### config.mk
export PLATFORM = sky130hd
export DESIGN_NAME = memory_ctrl_wb_cache
export DESIGN_NICKNAME = d
export VERILOG_FILES = /design/src/rtl/memory_ctrl_wb_cache.sv
export SDC_FILE = /design/constraint.sdc
export NUM_CORES = 2
export LEC_CHECK = 0
export BUFFER_PORTS_ARGS = -buffer_cell sky130_fd_sc_hd__buf_4
export CAP_MARGIN = 5
export CORE_MARGIN = 10
export CORE_UTILIZATION = 45
export CTS_CLUSTER_DIAMETER = 60
export DETAILED_ROUTE_END_ITERATION = 10
export PLACE_DENSITY_LB_ADDON = 0.3
export SETUP_SLACK_MARGIN = 0.05
export SLEW_MARGIN = 20
export SYNTH_ARGS = -nofsm -noshare
export SYNTH_HDL_FRONTEND = slang
export SYNTH_SLANG_ARGS = --single-unit
### constraint.sdc
create_clock -name clk -period 6.6 [get_ports clk]
set_input_delay 0.99 -clock clk [delete_from_list [all_inputs] [get_ports clk]]
set_output_delay 0.99 -clock clk [all_outputs]
set_load 0.005 [all_outputs]
### src/rtl/memory_ctrl_wb_cache.sv
// Write-back, direct-mapped cache controller between a core memory port and a slow word memory.
// Multi-word refill, dirty-line write-back, whole-cache flush, saturating hit/miss counters.
module memory_ctrl_wb_cache #(
  parameter int ADDR_WIDTH  = 32,
  parameter int INDEX_BITS  = 4,
  parameter int OFFSET_BITS = 2,
  parameter int CNT_WIDTH   = 32
) (
  input  logic                  clk,
  input  logic                  reset,
  input  logic [ADDR_WIDTH-1:0] address,
  input  logic [31:0]           datain,
  input  logic                  wen,
  input  logic                  ren,
  input  logic [3:0]            byte_select_vector,
  input  logic                  flush,
  output logic                  memReady,
  output logic [31:0]           dataout,
  output logic                  mem_req,
  output logic                  mem_we,
  output logic [ADDR_WIDTH-3:0] mem_addr,
  output logic [31:0]           mem_wdata,
  input  logic [31:0]           mem_rdata,
  input  logic                  mem_ack,
  output logic [CNT_WIDTH-1:0]  hit_count,
  output logic [CNT_WIDTH-1:0]  miss_count,
  output logic [2:0]            state_dbg
);
  localparam int LINES    = 1 << INDEX_BITS;
  localparam int WORDS    = 1 << OFFSET_BITS;
  localparam int TAG_BITS = ADDR_WIDTH - 2 - INDEX_BITS - OFFSET_BITS;

  // Memory handshake: mem_req rises and holds with mem_we/mem_addr/mem_wdata stable
  // until the one-cycle mem_ack; the word completes on the edge where both are high.
  typedef enum logic [2:0] {S_IDLE, S_WB, S_REFILL, S_FLUSH, S_FLUSH_WB} state_t;

  state_t                     state;
  logic [31:0]                data_mem [LINES*WORDS];
  logic [TAG_BITS-1:0]        tag_mem  [LINES];
  logic [LINES-1:0]           valid;
  logic [LINES-1:0]           dirty;
  logic [INDEX_BITS-1:0]      scan_idx;
  logic [OFFSET_BITS-1:0]     word;
  logic                       retry;

  logic [TAG_BITS-1:0]        req_tag;
  logic [INDEX_BITS-1:0]      idx;
  logic [OFFSET_BITS-1:0]     off;
  logic [INDEX_BITS-1:0]      wb_line;
  logic                       req;
  logic                       hit;
  logic                       lookup_hit;
  logic                       unused_addr_bits;

  assign req_tag          = address[ADDR_WIDTH-1 -: TAG_BITS];
  assign idx              = address[2+OFFSET_BITS +: INDEX_BITS];
  assign off              = address[2 +: OFFSET_BITS];
  assign unused_addr_bits = ^address[1:0];
  assign req              = ren | wen;
  assign hit              = valid[idx] && (tag_mem[idx] == req_tag);
  assign lookup_hit       = (state == S_IDLE) && req && hit;
  assign memReady         = (state == S_IDLE) && (!req || hit);
  assign dataout          = lookup_hit ? data_mem[{idx, off}] : 32'h0;
  assign state_dbg        = state;
  assign wb_line          = (state == S_FLUSH_WB) ? scan_idx : idx;

  always_comb begin
    mem_we    = (state == S_WB) || (state == S_FLUSH_WB);
    mem_addr  = {req_tag, idx, word};
    mem_wdata = data_mem[{wb_line, word}];
    if (mem_we) mem_addr = {tag_mem[wb_line], wb_line, word};
  end

  always_ff @(posedge clk) begin
    if (reset) begin
      state      <= S_IDLE;
      valid      <= '0;
      dirty      <= '0;
      mem_req    <= 1'b0;
      word       <= '0;
      scan_idx   <= '0;
      retry      <= 1'b0;
      hit_count  <= '0;
      miss_count <= '0;
    end else begin
      case (state)
        S_IDLE: begin
          retry <= 1'b0;
          if (req) begin
            if (hit) begin
              // The lookup replayed after a refill is not a fresh hit.
              if (!retry && hit_count != '1) hit_count <= hit_count + CNT_WIDTH'(1);
              if (wen) dirty[idx] <= 1'b1;
            end else begin
              if (miss_count != '1) miss_count <= miss_count + CNT_WIDTH'(1);
              word  <= '0;
              state <= (valid[idx] && dirty[idx]) ? S_WB : S_REFILL;
            end
          end else if (flush) begin
            scan_idx <= '0;
            state    <= S_FLUSH;
          end
        end
        S_WB, S_REFILL, S_FLUSH_WB: begin
          if (!mem_req) begin
            mem_req <= 1'b1;
          end else if (mem_ack) begin
            mem_req <= 1'b0;
            word    <= word + OFFSET_BITS'(1);
            if (word == '1) begin
              case (state)
                S_WB: state <= S_REFILL;
                S_REFILL: begin
                  valid[idx] <= 1'b1;
                  dirty[idx] <= 1'b0;
                  retry      <= 1'b1;
                  state      <= S_IDLE;
                end
                default: begin
                  // Line is clean now; the scan step below invalidates it.
                  dirty[scan_idx] <= 1'b0;
                  state           <= S_FLUSH;
                end
              endcase
            end
          end
        end
        S_FLUSH: begin
          if (dirty[scan_idx]) begin
            word  <= '0;
            state <= S_FLUSH_WB;
          end else begin
            valid[scan_idx] <= 1'b0;
            if (scan_idx == '1) state <= S_IDLE;
            else scan_idx <= scan_idx + INDEX_BITS'(1);
          end
        end
        default: state <= S_IDLE;
      endcase
    end
  end

  // Data and tag arrays are deliberately left uninitialised by reset.
  always_ff @(posedge clk) begin
    if (!reset) begin
      if (lookup_hit && wen) begin
        for (int b = 0; b < 4; b++) begin
          if (byte_select_vector[b]) data_mem[{idx, off}][8*b +: 8] <= datain[8*b +: 8];
        end
      end
      if (state == S_REFILL && mem_req && mem_ack) begin
        data_mem[{idx, word}] <= mem_rdata;
        if (word == '1) tag_mem[idx] <= req_tag;
      end
    end
  end
endmodule

==> flow_metrics.tcl <==
set metrics [dict create \
    clk_root_buffer_cell "clkbuf_16" \
    power.share.sequential_pct 48.0 \
    synth_cell_types 74 \
    grt_max_degree 193 \
    cts_tree "done" \
    worst-path-max-fanout 52 \
    syn_nets 7012 \
    die_wd_microns 536.7 \
    reg2reg_depth 15 \
    global_route.overflow_total 0 \
    synthFlopType "edfxtp_1" \
    async_reset_ff_share_pct 0 \
    max_slew_margin_vs_limit_pct 23.58 \
    worstSetupStartpointType "input port" \
    number_of_nets_in_the_final_layout 7614 \
    number_of_global_route_vias_before_repair 75509 \
    setup_repair_after_global_routing_missed_its_margin "no" \
    core.rowCount 189 \
    hold_path_class "in2reg" \
    areaGrowthSynthToFinish_pct 16.03 \
    worst_slack_on_hold_paths_ps 426.0 \
    final.min_clock_period_ps 6366 \
    synth.yosys.seq_area_share_pct 62.57 \
    cell_internal_pwr_uw 28330 \
    finalWirelength_microns 390200 \
    clk_pin_slew_worst_paths_ps 60 \
    detail_route.first_pass.iterations 7 \
    clk-insertion-delay-late_ps 900 \
    number_of_buffers_on_the_longest_clock_path 4 \
    post_cts_buffers 0 \
    number_of_clock_sinks 2539 \
    antenna_violations_before_repair 16 \
    finalHoldViolations 0 \
    worstSetupEndpointType "primary output" \
    critical_path_class "in2out" \
    drive_above_1_share_pct 35.42 \
    drt_iter0_markers 10167 \
    placeableCoreArea_sq_um 265600 \
    timing.critical_path.required_ps 5610 \
    final-max-slew-violation-count 0 \
    worst_pin_slew_ps 1144 \
    power.switching_uw 8867 \
    p_sw_share_pct 23.84 \
    grt_usage_pct 26.47 \
    min_period_over_period_pct 96.46 \
    share_clk_of_total_power_pct 42.3 \
    initial_utilization_pct 45.24 \
    ys_top_cells_by_count "2432 x edfxtp_1, 1271 x mux4_2, 726 x nand2_1" \
    cts-buffers-inserted 280 \
    r2r_slack_ps 1670 \
    tns_ps 0 \
    final.fill_count 20935 \
    grt_first_pass_wirelength_microns 554700 \
    powerDensity_nw_per_um2 266.8 \
    synth_area_per_cell_sq_um 17.41 \
    final-setup-viol-count 0 \
    synth.cell_area_sq_um 120100 \
    die-area_sq_um 288000 \
    vdd_ir_max_v 0.0003566 \
    highest_cell_delay_on_the_worst_timing_path_ps 640 \
    power.leakage_uw 0.04476 \
    critical_path.cell_chain "buf_8 -> buf_4 -> mux2i_1 -> a22oi_1 -> nand2_1 -> a221oi_1 -> o2111ai_1 -> a2111oi_4 -> nand4_4 -> buf_12 -> a2111oi_0 -> buf_4 -> buf_4" \
    dp_hpwl_microns 248700 \
    synth_most_common_cell "edfxtp_1" \
    io-pin-count 270 \
    synthTopCellsByArea "edfxtp_1 61%, mux4_2 24%, nand2_1 2.3%" \
    floorplan.die.height_microns 536.7 \
    route.detailed.drc 0 \
    portBuffers 267 \
    skew_ps 40.59 \
    vias_per_cell 6.766 \
    cts-hold-fix-buffers 0 \
    setup.worst_path.start "address[4]" \
    final_antenna_net_count 0 \
    num_vias 76238 \
    endpoint "dataout[19]" \
    gp_congestion 0.8892 \
    status "complete, no violations" \
    maxClockFrequency_ghz 0.1571 \
    top_cell_type_s_share_of_synthesized_area_pct 60.79 \
    critical_path.reg2reg.endpoint "data_mem[62][10]" \
    netlist_instances 6899 \
    worst-endpoint-arrival_ps 5380 \
    critical_path.reg2reg.startpoint "tag_mem[8][17]" \
    ys_seq_elements 2539 \
    synthDominantAreaCellType "edfxtp_1" \
    cpMostUsedCell "buf_4" \
    timing.critical_path.slowest_stage_cell "a2111oi_4" \
    routed_wire_length_per_instance_microns 34.63 \
    htree_num_levels 5 \
    drv.max_cap_violation_count 0 \
    combPwrFrac_pct 9.8 \
    ys_warn_count 0 \
    synth_enable_flop_cells 2432 \
]
cell type report:
cell class	instances	area, sq um	share of cell area (%)
antenna	16	40.04	0.02872
clock buffer	350	7522	5.396
clock inverter	150	1585	1.137
inverter	37	163.9	0.1176
multi-input combinational	3726	42850	30.74
sequential	2539	75180	53.93
tap	3533	4420	3.171
timing repair buffer	917	7640	5.481
worst max-delay path, delay by kind of cell:
kind | cells | cell delay [ps]
AOI/OAI and AO/OA | 5 | 2140
buffers and inverters | 5 | 1580
muxes | 1 | 150
and+or+nand+nor | 2 | 310
flip-flops by register name, indices dropped and copies added (netlist names):
signal      cells
data_mem     2048
dirty          16
hit_count      32
mem_req         1
miss_count     32
retry           1
scan_idx        4
state_dbg       3
tag_mem       384
valid          16
word            2
layer usage:
metal	part of all wire [%]	GRT usage, %
met5	0.026	0
met2	46	40.81
met3	13	7.971
met4	4.6	10.95
met1	36	35.29
stage by stage:
step           worst slack [ps]  utilization [%]  instance area (sq um)  std cells  power [uW]
2_1_floorplan              1533                -                 120100       6899       20330
3_3_place_gp              224.9            49.01                 130200      10752       21720
3_5_place_dp              230.8            49.02                 130200      10752       21770
4_1_cts                   213.9            52.45                 139300      11252       37280
5_1_grt                   101.3            52.48                 139400      11253       38160
6_report                  233.9            52.49                 139400      11268       37190
power by group through the flow:
| stage | registers (uW) | logic (uW) | clock network (uW) |
|---|---|---|---|
| CTS | 17800 | 3600 | 15800 |
| floorplan | 18100 | 2190 | 0 |
| global route | 17800 | 3810 | 16500 |
| finish | 17800 | 3640 | 15700 |
| global placement | 18200 | 3540 | 0 |
| detailed placement | 18200 | 3590 | 0 |
placed cells by master (no fill, tap or decap), types with 59 or more instances in the layout:
cell       instances
mux2i_1           93
mux4_2          1271
nor3_1           283
buf_4            855
edfxtp_1        2432
nor2_1           184
o21ai_0           87
o22ai_1          109
a31oi_1           59
dfxtp_1          105
and3_1           101
nand3_1          169
clkbuf_16        288
nand2_1          710
a311oi_1          71
cell families after synthesis:
kind of cell             count (synthesis)  synth area share (%)
adder cells (fa/ha/maj)                  7               0.07290
flip-flops                            2539                 62.57
AND/OR/NAND/NOR                       1640                 6.211
buffers and inverters                  634                 2.126
multiplexers                          1414                 25.07
AO/OA/AOI/OAI                          608                 3.537
XOR/XNOR                                57                0.4155
how the worst min path moves through the flow:
| stage | from | endpoint | slack, ps | cells after the start |
|---|---|---|---|---|
| 2_1_floorplan | valid[11] | valid[11] | 430 | 2 |
| 3_3_place_gp | valid[3] | valid[3] | 460 | 2 |
| 3_5_place_dp | valid[3] | valid[3] | 470 | 2 |
| 4_1_cts | address[16] | tag_mem[5][8] | 380 | 1 |
| 5_1_grt | address[16] | tag_mem[12][8] | 440 | 1 |
| 6_report | address[16] | tag_mem[5][8] | 430 | 1 |
what timing repair did:
action,4_1_cts,5_1_grt
endpoints found under the setup margin,0,1
gates resized for setup,0,1
hold endpoints to repair,0,0
(Power assumes the default switching activity.)
